### src/rtl/vga_scanout_fsm.sv
// VGA 640x480 scanout of a 256x240 frame buffer, pixel-doubled into a centred 512x480 window.
// Owns the vga_done handshake that hands frame-buffer write ownership to the PPU.
module vga_scanout_fsm #(
  parameter int          CLK_DIV    = 2,
  parameter int          H_ACTIVE   = 640,
  parameter int          H_FP       = 16,
  parameter int          H_SYNC     = 96,
  parameter int          H_BP       = 48,
  parameter int          V_ACTIVE   = 480,
  parameter int          V_FP       = 10,
  parameter int          V_SYNC     = 2,
  parameter int          V_BP       = 33,
  parameter int          X_OFFSET   = 64,
  parameter logic [5:0]  BORDER_IDX = 6'h0F
) (
  input  logic        clk,
  input  logic        rst,
  output logic [15:0] fb_addr,
  output logic        fb_rd_en,
  input  logic [7:0]  fb_rd_data,
  output logic        vga_done,
  output logic        vga_hsync,
  output logic        vga_vsync,
  output logic        vga_blank,
  output logic [5:0]  vga_color_idx,
  output logic        frame_start
);

  localparam int H_TOTAL = H_ACTIVE + H_FP + H_SYNC + H_BP;
  localparam int V_TOTAL = V_ACTIVE + V_FP + V_SYNC + V_BP;
  localparam int TW      = $clog2(CLK_DIV);

  typedef enum logic {ST_DONE, ST_SCAN} state_t;

  state_t        state_q, state_d;
  logic [TW-1:0] tick_q, tick_d;
  logic [9:0]    h_q, h_d, v_q, v_d;
  logic [15:0]   fb_addr_q, fb_addr_d;
  logic          fb_rd_en_q, fb_rd_en_d;
  logic          rd_dly_q, rd_dly_d;
  logic [5:0]    pix_q, pix_d;
  logic          p_win_q, p_win_d, p_act_q, p_act_d, p_hs_q, p_hs_d, p_vs_q, p_vs_d;
  logic          hsync_q, hsync_d, vsync_q, vsync_d, blank_q, blank_d;
  logic [5:0]    color_q, color_d;
  logic          frame_start_q, frame_start_d;

  logic       tick, active, window, hs_raw, vs_raw, h_last, v_last;
  logic [9:0] col_diff;
  logic [5:0] pix_now;
  logic       unused_bits;

  always_comb begin
    tick     = (tick_q == TW'(CLK_DIV - 1));
    active   = (h_q < 10'(H_ACTIVE)) && (v_q < 10'(V_ACTIVE));
    window   = active && (h_q >= 10'(X_OFFSET)) && (h_q < 10'(X_OFFSET + 512));
    col_diff = h_q - 10'(X_OFFSET);
    hs_raw   = !((h_q >= 10'(H_ACTIVE + H_FP)) && (h_q < 10'(H_ACTIVE + H_FP + H_SYNC)));
    vs_raw   = !((v_q >= 10'(V_ACTIVE + V_FP)) && (v_q < 10'(V_ACTIVE + V_FP + V_SYNC)));
    h_last   = (h_q == 10'(H_TOTAL - 1));
    v_last   = (v_q == 10'(V_TOTAL - 1));
    // Read data lands one clk after the strobe; hold it until the next tick consumes it.
    pix_now  = rd_dly_q ? fb_rd_data[5:0] : pix_q;

    state_d       = state_q;
    tick_d        = tick ? '0 : tick_q + TW'(1);
    h_d           = h_q;
    v_d           = v_q;
    fb_addr_d     = fb_addr_q;
    fb_rd_en_d    = 1'b0;
    rd_dly_d      = fb_rd_en_q;
    pix_d         = pix_now;
    p_win_d       = p_win_q;
    p_act_d       = p_act_q;
    p_hs_d        = p_hs_q;
    p_vs_d        = p_vs_q;
    hsync_d       = hsync_q;
    vsync_d       = vsync_q;
    blank_d       = blank_q;
    color_d       = color_q;
    frame_start_d = 1'b0;

    if (tick) begin
      h_d = h_last ? 10'd0 : h_q + 10'd1;
      if (h_last) v_d = v_last ? 10'd0 : v_q + 10'd1;

      fb_rd_en_d = window;
      if (window) fb_addr_d = {v_q[8:1], col_diff[8:1]};

      p_win_d = window;
      p_act_d = active;
      p_hs_d  = hs_raw;
      p_vs_d  = vs_raw;

      hsync_d = p_hs_q;
      vsync_d = p_vs_q;
      blank_d = !p_act_q;
      color_d = p_win_q ? pix_now : (p_act_q ? BORDER_IDX : 6'd0);

      // The wrap tick that produces h=0,v=0 hands the buffer back to scanout.
      if (h_last && v_last) begin
        state_d       = ST_SCAN;
        frame_start_d = 1'b1;
      end else if ((v_q == 10'(V_ACTIVE - 1)) && (h_q == 10'(X_OFFSET + 512))) begin
        state_d = ST_DONE;
      end
    end
  end

  always_ff @(posedge clk or negedge rst) begin
    if (!rst) begin
      state_q       <= ST_DONE;
      tick_q        <= '0;
      h_q           <= 10'd0;
      v_q           <= 10'(V_ACTIVE);
      fb_addr_q     <= 16'd0;
      fb_rd_en_q    <= 1'b0;
      rd_dly_q      <= 1'b0;
      pix_q         <= 6'd0;
      p_win_q       <= 1'b0;
      p_act_q       <= 1'b0;
      p_hs_q        <= 1'b1;
      p_vs_q        <= 1'b1;
      hsync_q       <= 1'b1;
      vsync_q       <= 1'b1;
      blank_q       <= 1'b1;
      color_q       <= 6'd0;
      frame_start_q <= 1'b0;
    end else begin
      state_q       <= state_d;
      tick_q        <= tick_d;
      h_q           <= h_d;
      v_q           <= v_d;
      fb_addr_q     <= fb_addr_d;
      fb_rd_en_q    <= fb_rd_en_d;
      rd_dly_q      <= rd_dly_d;
      pix_q         <= pix_d;
      p_win_q       <= p_win_d;
      p_act_q       <= p_act_d;
      p_hs_q        <= p_hs_d;
      p_vs_q        <= p_vs_d;
      hsync_q       <= hsync_d;
      vsync_q       <= vsync_d;
      blank_q       <= blank_d;
      color_q       <= color_d;
      frame_start_q <= frame_start_d;
    end
  end

  assign unused_bits   = ^{fb_rd_data[7:6], col_diff[9], col_diff[0]};
  assign vga_done      = (state_q == ST_DONE);
  assign fb_addr       = fb_addr_q;
  assign fb_rd_en      = fb_rd_en_q;
  assign vga_hsync     = hsync_q;
  assign vga_vsync     = vsync_q;
  assign vga_blank     = blank_q;
  assign vga_color_idx = color_q;
  assign frame_start   = frame_start_q;

endmodule

### config.mk
export PLATFORM = sky130hd
export DESIGN_NAME = vga_scanout_fsm
export DESIGN_NICKNAME = d
export VERILOG_FILES = /design/src/rtl/vga_scanout_fsm.sv
export SDC_FILE = /design/constraint.sdc
export NUM_CORES = 1
export LEC_CHECK = 0
export ABC_CLOCK_PERIOD_IN_PS = 2200
export BUFFER_PORTS_ARGS = -buffer_cell sky130_fd_sc_hd__buf_2
export CAP_MARGIN = 20
export CORE_ASPECT_RATIO = 1.75
export CORE_MARGIN = 1.5
export CORE_UTILIZATION = 50
export CTS_BUF_LIST = sky130_fd_sc_hd__clkbuf_4 sky130_fd_sc_hd__clkbuf_8
export CTS_CLUSTER_DIAMETER = 120
export DETAILED_ROUTE_END_ITERATION = 8
export GPL_ROUTABILITY_DRIVEN = 0
export PLACE_DENSITY = 0.71
export SETUP_SLACK_MARGIN = 0.15
export SLEW_MARGIN = 10
export SYNTH_ARGS = -nofsm -noshare
export SYNTH_HDL_FRONTEND = slang
export SYNTH_SLANG_ARGS = --single-unit
### constraint.sdc
create_clock -name clk -period 2.2 [get_ports clk]
set_input_delay 0.66 -clock clk [delete_from_list [all_inputs] [get_ports clk]]
set_output_delay 0.66 -clock clk [all_outputs]
set_load 0.02 [all_outputs]
Yosys cells after proc, flatten, opt, wreduce, memory -nomap -nowiden
Index checks and enable logic that the tools add are counted.

Output and inout port bits: 28. Register bits after elaboration: 60. Input bits: 10. Word-level logic and storage cells: 59.

Mux-type cells: 11. Eq/ne operators: 4. $add $sub $neg: 4. Reduce and logical (&&, ||, !) cells: 14. Magnitude comparators: 8. Bitwise operators: 1.

Operators with widths (count): 10-bit equality test, second input constant (3); 10-bit less-than comparator, second input constant (3); 10-bit by 1-bit adder with 10-bit output, second input constant (2); 10-bit by 9-bit less-than comparator with 1-bit output, second input constant (2); 10-bit 2-to-1 mux (2); 6-bit 2-to-1 mux (2); 10-bit by 9-bit equality test with 1-bit output, second input constant (1); 10-bit >= comparator, second input constant (1); 10-bit by 7-bit >= comparator with 1-bit output, second input constant (1); 10-bit by 9-bit >= comparator with 1-bit output, second input constant (1); 9-bit by 7-bit subtractor with 9-bit output, second input constant (1); 1-bit logical AND (7); 1-bit 2-to-1 mux (6); 2-bit AND reduction (3); 4-bit 2-to-1 mux (1); 1-bit zero test (3); 2-bit nonzero test (1); 1-bit adder, second input constant (1); 1-bit NOT (1).

Depth between registers and ports, before layout
Gate-level depths: netlist (run 1).

Word-level depth: 5. Gate-level depth with buffers: 8. Depth with buffers taken out: 7.

Worst setup path before layout (run 1)
OpenSTA, ideal clock, no wires.

Path type: register to register. Start: register h_q[7]. End: register fb_addr_q[10] (netlist: fb_addr[10]). Data arrival time: 1.927 ns. Setup slack: 0.148 ns. Period minus slack after synthesis: 2.052 ns. Stages on the path, launching flop included: 8. Library setup time: 0.125 ns. Buffers on the path: 1. Data required time: 2.075 ns. Path through: dfrtp_1 -> inv_1 -> ha_1 -> or4bb_1 -> o211ai_2 -> nand2_4 -> buf_6 -> mux2_4.

Cells in the longest elaborated chain, start to end: 5. Elaborated cells between the ends (all ways): 7. Those cells by class: order compare (3); reduce/logical (4).

RTL lines: start: declaration (RTL line 37) `logic [9:0] h_q, h_d, v_q, v_d;`; start signal: assignment (RTL line 113) `h_q <= 10'd0;`; start signal: assignment (RTL line 131) `h_q <= h_d;`; 10-bit less-than comparator (RTL line 54) `active = (h_q < 10'(H_ACTIVE)) && (v_q < 10'(V_ACTIVE));`; 1-bit logical AND (RTL line 54); 1-bit logical AND (RTL line 55) `window = active && (h_q >= 10'(X_OFFSET)) && (h_q < 10'(X_OFFSET + 512));`; 1-bit logical AND * (RTL line 55); 2-bit AND reduction (no line) *; end signal: assignment (RTL line 133) `fb_addr_q <= fb_addr_d;`; end: declaration (RTL line 38) `logic [15:0] fb_addr_q, fb_addr_d;`.

Every way passes the cells marked *; elsewhere a longest branch is shown, timed or not. A chain may end at the register's enable or synchronous reset.

Worst setup path in the final report (run 1)
Start: register h_q[1]. End: register fb_addr_q[11] (netlist: fb_addr[11]).

Same word-level chain as after synthesis.

==> results.py, run 1 <==
metrics = {
    "sta": {
        "fin_ws_ns": 0.149,
        "drv_slew": 0,
        "worst_slew_margin_rel_pct": 64.4,
        "worst_pin_slew_ns": 0.530,
        "fin_setup_tns_ns": 0,
        "period_minus_slack_ns": 2.05,
        "rsz0062_at_grt": "yes",
        "max_freq_mhz": 488,
        "finalSetupViolCount": 0,
        "final_hold_viol_count": 0,
        "finalCritPeriodShare_pct": 93.2,
        "fin_skew_ns": 0.00807,
    },
    "setup_path": {
        "path_cells": "inv_2 -> ha_4 -> or4bb_4 -> o211ai_4 -> nand2_4 -> buf_12 -> mux2_4",
        "startpoint": "h_q[1]$_DFFE_PN0P_",
        "critical_path.startpoint_type": "flip-flop",
        "worst_ep_required_time_ns": 2.43,
        "critPathMaxStageDelay_ns": 0.54,
        "cp_max_fo": 8,
        "timing.rr.end": "fb_addr[11]$_DFFE_PN0P_",
        "cpMaxStageDelayCell": "or4bb_4",
        "critPathArrivalTime_ns": 2.28,
        "critical_path_depth": 7,
        "r2r_slack_ns": 0.15,
        "cp-end-kind": "flip-flop",
        "crit_family": "simple AND/OR/NAND/NOR gates",
        "worstSetupPathType": "flip-flop to flip-flop",
        "endpoint": "fb_addr[11]$_DFFE_PN0P_",
        "reg2reg_depth": 7,
        "rr_startpoint": "h_q[1]$_DFFE_PN0P_",
        "path_buf_inv": 2,
    },
    "placement": {
        "dp_cells": 354,
        "io_buffers": 35,
        "place_ws_ns": 0.0667,
        "dpl.hpwl_um": 3670,
        "postPlaceCellArea_um2": 3140,
    },
    "power_and_ir_drop": {
        "power.switching_mw": 0.459,
        "clockPowerShare_pct": 49.3,
        "combPwrFrac_pct": 1.3,
        "power_leakage_nw": 1.70,
        "internal_power_mw": 1.78,
        "swShare_pct": 20.5,
        "power.density_nw_per_um2": 638,
        "ir_drop_mv": 0.365,
        "p_seq_share_pct": 49.3,
    },
    "clocking": {
        "htree_levels": 3,
        "path_clk_slew_ns": 0.07,
        "cts.sinks": 60,
        "cts_max_path_buffers": 2,
        "root_buffer": "clkbuf_8",
        "cts_tree": "built",
        "cts_made_buffers": 9,
        "cts_hold_buf": 0,
        "clk_latency_ns": 0.34,
    },
    "route": {
        "drt_drc_violations_left": 0,
        "firstDrtPassIters": 4,
        "wirelength_um": 5570,
        "ant_nets": 0,
        "viasPerCell": 5.27,
        "drt_iter0_markers": 67,
        "wl_per_cell_um": 14.7,
        "vias": 1992,
    },
    "synth": {
        "yosys_warnings": 0,
        "yosysTopAreaCellShare_pct": 45.6,
        "yosysSeqAreaShare_pct": 54.1,
        "ys_ff_latch": 60,
        "async_reset_ff_share_pct": 100,
        "synth_edf_count": 0,
        "synth_area_leaders": "dfrtp_1 46%, dfstp_2 8.5%, mux2_2 6.4%, ha_1 4.0%, mux2_4 3.8%",
        "syn_avg_cell_area_um2": 11.8,
        "synth_cells": 238,
        "synth_ff_type": "dfrtp_1",
        "ys_types": 44,
        "synthesis.area_um2": 2800,
        "syn_nets": 257,
        "yosys.area.top_type": "dfrtp_1",
    },
    "grt": {
        "met2_usage_pct": 31.2,
        "overflow": 0,
        "use_met3_pct": 4.94,
        "grt_pass1_wl_um": 8950,
        "grt_antenna_before_repair": 0,
        "grt_pass1_vias": 1973,
        "use_met1_pct": 24.2,
        "busiest_layer": "met2",
        "grt_max_degree": 42,
        "grt_use_total_pct": 20.1,
    },
    "cells_and_area": {
        "nets": 318,
        "diodes": 0,
        "syn2layout_area_growth_pct": 25.4,
        "mostFrequentLayoutCell": "dfrtp_1",
        "layout_common_cells": "50 x dfrtp_1, 35 x buf_2, 19 x buf_4",
        "finalInstanceArea_um2": 3510,
        "layout.cells.non_filler": 378,
        "drive_above_1_share_pct": 39.5,
    },
    "floorplanning": {
        "die_h_um": 102,
        "ios": 38,
        "core_um2": 5340,
        "dieArea_um2": 6070,
        "num_rows": 35,
        "start_util_pct": 52.4,
        "die_x_um": 59.5,
    },
    "job": {
        "maxCapViolations": 0,
    },
    "min_path": {
        "worstHoldPathType": "input pin to asynchronous set/reset pin",
    },
    "status": {
        "status": "finished clean",
    },
}
## cells in the mapped netlist, types with 2 or more instances
master / n
a21oi_1: 4
and3_1: 6
a211o_1: 2
dfrtp_1: 51
dfstp_2: 9
ha_1: 9
inv_1: 18
nor2_1: 14
o31ai_1: 4
nor2b_1: 2
and4_1: 2
nand4_1: 3
o21ai_0: 10
a31oi_1: 2
buf_6: 2
mux2_2: 16
or2_2: 2
clkbuf_1: 4
mux2_4: 7
and2_1: 3
xor2_1: 2
mux2i_1: 2
xnor2_1: 9
nor3_1: 7
nand3_1: 16
o22ai_1: 2
nand2_1: 13
## power groups by stage
stage               clock network (mW)  logic, mW  registers, mW
finish                            1.10     0.0300           1.10
global route                      1.17     0.0359           1.10
CTS                               1.12     0.0318           1.10
detailed placement                   0     0.0318           1.12
global placement                     0     0.0312           1.12
floorplan                            0  0.0000904           1.12
## logic make-up (layout without fill, tap and decap cells)
family	Yosys count	after routing	synth area share [%]
AND/OR/NAND/NOR	77	77	15.6
flip-flops	60	60	54.1
AO/OA/AOI/OAI	31	31	8.05
buffers and inverters	25	91	3.94
adder cells (fa/ha/maj)	9	9	4.03
multiplexers	25	25	10.9
XOR/XNOR	11	11	3.44
## metrics by stage
step | utilization, % | hold slack [ns] | total power [mW]
after floorplan | - | 0.364 | 1.12
after global placement | 58.8 | 0.362 | 1.16
after detailed placement | 58.8 | 0.368 | 1.16
after CTS | 63.8 | 0.283 | 2.26
after global routing | 65.7 | 0.309 | 2.31
final | 65.7 | 0.274 | 2.24
## worst min path at each step
| stage | end | slack [ns] | cells past startpoint |
|---|---|---|---|
| floorplan | fb_addr[0]$_DFFE_PN0P_ | 0.36 | 0 |
| global placement | rd_dly_q$_DFF_PN0_ | 0.36 | 0 |
| detailed placement | rd_dly_q$_DFF_PN0_ | 0.37 | 0 |
| CTS | pix_q[0]$_DFF_PN0_ | 0.28 | 1 |
| global route | h_q[0]$_DFFE_PN0P_ | 0.31 | 1 |
| finish | pix_q[0]$_DFF_PN0_ | 0.27 | 1 |
## cell type report
cell class              count  area [um^2]
fillers                   439         1830
flip-flops and latches     60         1510
multi-input cells         153         1230
repair buffers             57          383
clock buffers              10          138
well taps                  74         92.6
clock inverters             6         86.3
inverters                  18         67.6
## flip-flops by register name, summed over array words and instances (netlist names)
signal,cells
fb_addr,16
fb_rd_en,1
frame_start,1
h_q,10
p_act_q,1
p_hs_q,1
p_vs_q,1
p_win_q,1
pix_q,6
rd_dly_q,1
state_q,1
tick,1
v_q,10
vga_blank,1
vga_color_idx,6
vga_hsync,1
vga_vsync,1
## per-layer routing
metal,vias up,share of wire [%]
met2,44,51
met4,0,3.6
met5,-,0
li1,952,-
met3,16,3.8
met1,980,42
## timing repair
action | in CTS | in global routing
gates cloned | 0 | 1
setup endpoints to repair | 15 | 15
setup buffers | 3 | 4
pin swaps | 3 | 3
gates resized for setup | 1 | 9
Power figures use the tool's default switching activity.
==> run 2: changes to the inputs <==
BUFFER_PORTS_ARGS = unset   (was -buffer_cell sky130_fd_sc_hd__buf_2)
CELL_PAD_IN_SITES_DETAIL_PLACEMENT = 1   (was unset)
CELL_PAD_IN_SITES_GLOBAL_PLACEMENT = 2   (was unset)
CORE_UTILIZATION = 44   (was 50)
DONT_BUFFER_PORTS = 1   (was unset)
PLACE_DENSITY = 0.83   (was 0.71)
==> run 2 against run 1 <==
Fmax down 2.0%. Sequential cell count unchanged. Hold slack worse by 0.12 ns. Setup slack worse by 0.042 ns. First-iteration DRC count down 27%. Die area up 13%. Clock-buffer cell count up 1. Register-to-register slack worse by 0.04 ns. Routed wire length up 14%.
==> results.py, run 2 (same netlist as run 1, synthesis figures left out) <==
metrics = {
    "floorplanning": {
        "start_util_pct": 45.3,
        "die_h_um": 108,
        "dieArea_um2": 6860,
        "ios": 38,
        "num_rows": 38,
        "core_um2": 6180,
        "die_x_um": 63.3,
    },
    "cells_and_area": {
        "drive_above_1_share_pct": 32.0,
        "syn2layout_area_growth_pct": 19.5,
        "nets": 280,
        "layout_common_cells": "49 x dfrtp_1, 16 x mux2_2, 15 x inv_1, 15 x nand3_1, 15 x buf_4",
        "multi_input_area_um2": 1220,
        "largest_reg_flops": 16,
        "seqCellArea_um2": 1520,
        "diodes": 0,
        "mostFrequentLayoutCell": "dfrtp_1",
        "fill_cells": 666,
    },
    "setup_path": {
        "cp-end-kind": "flip-flop",
        "critPathMaxStageDelay_ns": 0.54,
        "cp_max_fo": 7,
        "worst_ep_required_time_ns": 2.43,
        "path_cells": "inv_2 -> ha_4 -> or4bb_4 -> o211ai_4 -> nand2_4 -> buf_12 -> mux2_4",
        "worstSetupPathType": "flip-flop to flip-flop",
        "critical_path.startpoint_type": "flip-flop",
        "critPathArrivalTime_ns": 2.32,
        "cpMaxStageDelayCell": "or4bb_4",
        "r2r_slack_ns": 0.11,
    },
    "route": {
        "wl_per_cell_um": 18.4,
        "drt_drc_violations_left": 0,
        "wirelength_um": 6370,
        "ant_nets": 0,
        "vias": 1862,
        "firstDrtPassIters": 4,
        "drt_iter0_markers": 49,
        "viasPerCell": 5.38,
    },
    "grt": {
        "grt_max_degree": 52,
        "grt_pass1_vias": 1996,
        "grt_antenna_before_repair": 0,
        "overflow": 0,
        "grt_pass1_wl_um": 10400,
        "grt_use_total_pct": 20.5,
    },
    "sta": {
        "max_freq_mhz": 478,
        "finalSetupViolCount": 0,
        "worst_pin_slew_ns": 0.471,
        "fin_setup_tns_ns": 0,
        "finalCritPeriodShare_pct": 95.1,
        "fin_ws_ns": 0.107,
        "period_minus_slack_ns": 2.09,
        "rsz0062_at_grt": "yes",
        "fin_skew_ns": 0.00907,
        "drv_slew": 0,
        "worst_slew_margin_rel_pct": 68.2,
        "final_hold_viol_count": 0,
    },
    "power_and_ir_drop": {
        "combPwrFrac_pct": 1.0,
        "power.density_nw_per_um2": 695,
        "internal_power_mw": 1.88,
        "power.switching_mw": 0.439,
        "p_seq_share_pct": 47.5,
        "swShare_pct": 18.9,
        "ir_drop_mv": 0.411,
        "power_mw": 2.32,
        "clockPowerShare_pct": 51.5,
        "power_leakage_nw": 1.54,
    },
    "job": {
        "maxCapViolations": 0,
    },
    "clocking": {
        "cts_tree": "built",
        "cts.sinks": 60,
        "path_clk_slew_ns": 0.07,
        "root_buffer": "clkbuf_8",
        "cts_made_buffers": 9,
        "htree_levels": 3,
        "cts_max_path_buffers": 2,
        "clk_latency_ns": 0.35,
    },
    "placement": {
        "dpl.hpwl_um": 4300,
        "io_buffers": 0,
        "place_ws_ns": 0.0918,
    },
    "status": {
        "status": "finished clean",
    },
    "min_path": {
        "worstHoldPathType": "input pin to asynchronous set/reset pin",
    },
}
==> run 2: worst paths after layout <==
| path | start | end | cells past startpoint |
|---|---|---|---|
| max | h_q[0]$_DFFE_PN0P_ | fb_addr[13]$_DFFE_PN0P_ | 7 |
| min in group clk | fb_rd_data[1] | pix_q[1]$_DFF_PN0_ | 1 |
| max reg2reg | h_q[0]$_DFFE_PN0P_ | fb_addr[13]$_DFFE_PN0P_ | 7 |
| min | rst | v_q[7]$_DFFE_PN1P_ | 0 |
| min reg2reg | p_hs_q$_DFFE_PN1P_ | p_hs_q$_DFFE_PN1P_ | 2 |
| max in group asynchronous | rst | h_q[7]$_DFFE_PN0P_ | 1 |
==> run 2: per-layer routing <==
layer,vias up,track usage (%),share of wire (%)
met2,33,36.0,56
met5,-,0,0
met3,11,4.99,3.3
met4,0,11.2,2.1
met1,940,22.6,38
li1,878,-,-
==> run 2: timing repair <==
action	CTS	global route
hold endpoints to repair	51	0
gates cloned	0	1
endpoints found under the setup margin	15	16
pin swaps	2	5
buffers inserted	2	2
hold buffers	1	0
resized for setup	1	12
==> run 2: critical path, delay by kind of cell (launching register included) <==
| kind | cells | cell delay, ns |
|---|---|---|
| AND/OR/NAND/NOR | 2 | 0.65 |
| flip-flops | 1 | 0.43 |
| multiplexers | 1 | 0.29 |
| buffers and inverters | 2 | 0.25 |
| AO/OA/AOI/OAI | 1 | 0.23 |
| adder cells (fa/ha/maj) | 1 | 0.11 |
==> run 2: power groups by stage <==
stage	clock network (mW)	logic, mW	registers, mW
5_1_grt	1.26	0.0269	1.10
3_3_place_gp	0	0.0000905	1.12
4_1_cts	1.22	0.0247	1.10
2_1_floorplan	0	0.0000904	1.12
6_report	1.20	0.0229	1.10
3_5_place_dp	0	0.0000905	1.12
==> run 2: final cells by class <==
| type | instances | area share, % |
|---|---|---|
| Timing Repair Buffer | 19 | 5.88 |
| Clock inverter | 5 | 3.00 |
| Sequential cell | 60 | 45.3 |
| Inverter | 18 | 2.02 |
| Clock buffer | 11 | 4.16 |
| Tap cell | 80 | 3.00 |
| Multi-Input combinational cell | 153 | 36.6 |
==> run 2: metrics by stage <==
step | hold WS, ns | std cells | util [%] | cell area (um^2)
3_5_place_dp | 0.366 | 324 | 47.8 | 2950
4_1_cts | 0.134 | 343 | 52.7 | 3250
3_3_place_gp | 0.366 | 324 | 47.8 | 2950
5_1_grt | 0.136 | 346 | 54.1 | 3340
6_report | 0.151 | 346 | 54.1 | 3340
2_1_floorplan | 0.364 | 238 | - | 2800
==> run 3: changes to the inputs <==
RECOVER_POWER = 100   (was unset)
==> run 3 against run 2 <==
Setup slack worse by 0.021 ns. Routed wire length is 0.28% lower. Global-route usage stayed put. Sequential share of layout area is 0.92 points higher.
==> results.py, run 3 (same netlist as run 1, synthesis figures left out) <==
metrics = {
    "status": {
        "status": "finished clean",
    },
    "setup_path": {
        "crit_family": "simple AND/OR/NAND/NOR gates",
        "critPathArrivalTime_ns": 2.34,
        "reg2reg_depth": 7,
        "critical_path.startpoint_type": "flip-flop",
        "r2r_slack_ns": 0.09,
        "path_buf_inv": 2,
        "worst_ep_required_time_ns": 2.43,
        "worstSetupPathType": "flip-flop to flip-flop",
        "cpMaxStageDelayCell": "or4bb_4",
        "critPathMaxStageDelay_ns": 0.54,
        "path_cells": "inv_1 -> ha_4 -> or4bb_4 -> o211ai_4 -> nand2_4 -> buf_12 -> mux2_4",
        "cp-end-kind": "flip-flop",
        "rr_startpoint": "h_q[0]$_DFFE_PN0P_",
        "timing.rr.end": "fb_addr[13]$_DFFE_PN0P_",
        "cp_max_fo": 7,
    },
    "floorplanning": {
        "ios": 38,
        "core_um2": 6180,
        "num_rows": 38,
        "die_x_um": 63.3,
        "start_util_pct": 45.3,
        "dieArea_um2": 6860,
        "die_h_um": 108,
    },
    "sta": {
        "finalCritPeriodShare_pct": 96.1,
        "fin_skew_ns": 0.00899,
        "finalSetupViolCount": 0,
        "worst_slew_margin_rel_pct": 15.6,
        "final_hold_viol_count": 0,
        "fin_setup_tns_ns": 0,
        "worst_pin_slew_ns": 1.27,
        "period_minus_slack_ns": 2.11,
        "max_freq_mhz": 473,
        "drv_slew": 0,
        "rsz0062_at_grt": "yes",
    },
    "cells_and_area": {
        "mostFrequentLayoutCell": "dfrtp_1",
        "fill_cells": 678,
        "seqCellArea_um2": 1520,
        "multi_input_area_um2": 1200,
        "nets": 280,
        "largest_reg_flops": 16,
        "layout_common_cells": "49 x dfrtp_1, 16 x inv_1, 16 x nand3_1",
        "drive_above_1_share_pct": 25.6,
        "layout.cells.non_filler": 346,
        "syn2layout_area_growth_pct": 17.1,
        "diodes": 0,
    },
    "placement": {
        "dp_cells": 324,
        "dpl.hpwl_um": 4300,
        "io_buffers": 0,
    },
    "clocking": {
        "cts_tree": "built",
        "htree_levels": 3,
        "root_buffer": "clkbuf_8",
        "cts_max_path_buffers": 2,
        "cts.sinks": 60,
        "path_clk_slew_ns": 0.07,
        "clk_latency_ns": 0.35,
        "cts_made_buffers": 9,
    },
    "grt": {
        "grt_antenna_before_repair": 0,
        "grt_pass1_wl_um": 10400,
        "grt_use_total_pct": 20.5,
        "grt_max_degree": 52,
        "overflow": 0,
        "grt_pass1_vias": 1996,
    },
    "route": {
        "firstDrtPassIters": 4,
        "wirelength_um": 6350,
        "drt_iter0_markers": 72,
        "viasPerCell": 5.38,
        "ant_nets": 0,
        "vias": 1861,
        "drt_drc_violations_left": 0,
        "wl_per_cell_um": 18.4,
    },
    "power_and_ir_drop": {
        "power.density_nw_per_um2": 708,
        "ir_drop_mv": 0.411,
        "power_leakage_nw": 1.49,
    },
    "job": {
        "maxCapViolations": 0,
    },
    "min_path": {
        "worstHoldPathType": "input pin to asynchronous set/reset pin",
    },
}
-- run 3: cell count changes in the layout (fill, tap and decap cells not counted), sizes merged --
cell | before | now
buf | 18 | 11
clkbuf | 12 | 19
-- run 3: what timing repair did --
| action | 4_1_cts | 5_1_grt |
|---|---|---|
| hold endpoints to repair | 51 | 0 |
| setup endpoints to repair | 15 | 16 |
| cloned | 0 | 1 |
| gates resized for setup | 1 | 12 |
| hold buffers | 1 | 0 |
| pin swaps | 2 | 5 |
| setup buffers | 2 | 2 |
-- run 3: per-layer routing --
layer / vias to the layer above / track usage [%] / wire length [um]
met5: - / 0 / 0
met4: 0 / 11.2 / 122
met3: 9 / 4.99 / 217
met2: 36 / 36.0 / 3580
met1: 939 / 22.6 / 2430
li1: 877 / - / -
-- run 3: worst max-delay path by stage --
stage,startpoint,endpoint,slack (ns),cells after the start
global route,h_q[0]$_DFFE_PN0P_,fb_addr[0]$_DFFE_PN0P_,0.02,7
finish,h_q[0]$_DFFE_PN0P_,fb_addr[13]$_DFFE_PN0P_,0.09,7
detailed placement,h_q[6]$_DFFE_PN0P_,fb_addr[11]$_DFFE_PN0P_,0.09,6
global placement,h_q[7]$_DFFE_PN0P_,fb_addr[13]$_DFFE_PN0P_,0.08,6
floorplan,h_q[7]$_DFFE_PN0P_,fb_addr[10]$_DFFE_PN0P_,0.16,7
CTS,h_q[7]$_DFFE_PN0P_,fb_addr[13]$_DFFE_PN0P_,0.15,7
-- run 3: area by class of cell --
cell class / instances / area share, %
multi-input combinational: 153 / 36.7
tap: 80 / 3.06
sequential: 60 / 46.3
clock buffer: 11 / 4.24
timing repair buffer: 19 / 4.62
inverter: 18 / 2.06
clock inverter: 5 / 3.06
-- run 3: worst register-to-register path, cell delays in order (launching register included) --
cell	delay, ns
dfrtp_2	0.42
inv_1	0.09
ha_4	0.12
or4bb_4	0.54
o211ai_4	0.24
nand2_4	0.11
buf_12	0.18
mux2_4	0.30
-- run 3: power by group --
group          leakage, nW  internal, mW  switching [mW]  total [mW]
clock network        0.124         0.774           0.422        1.20
registers            0.760          1.10               0        1.10
logic                0.608      0.000654          0.0176      0.0182
-- run 3: per-stage QoR --
step                      util [%]  worst slack, ns  hold WS (ns)  cell area [um^2]  power (mW)
after floorplan                  -            0.163         0.364              2800        1.12
after global placement        47.8           0.0826         0.366              2950        1.12
after detailed placement      47.8           0.0918         0.366              2950        1.12
after CTS                     52.7            0.154         0.134              3250        2.35
after global routing          53.0           0.0195         0.135              3280        2.39
final                         53.0           0.0865         0.150              3280        2.32
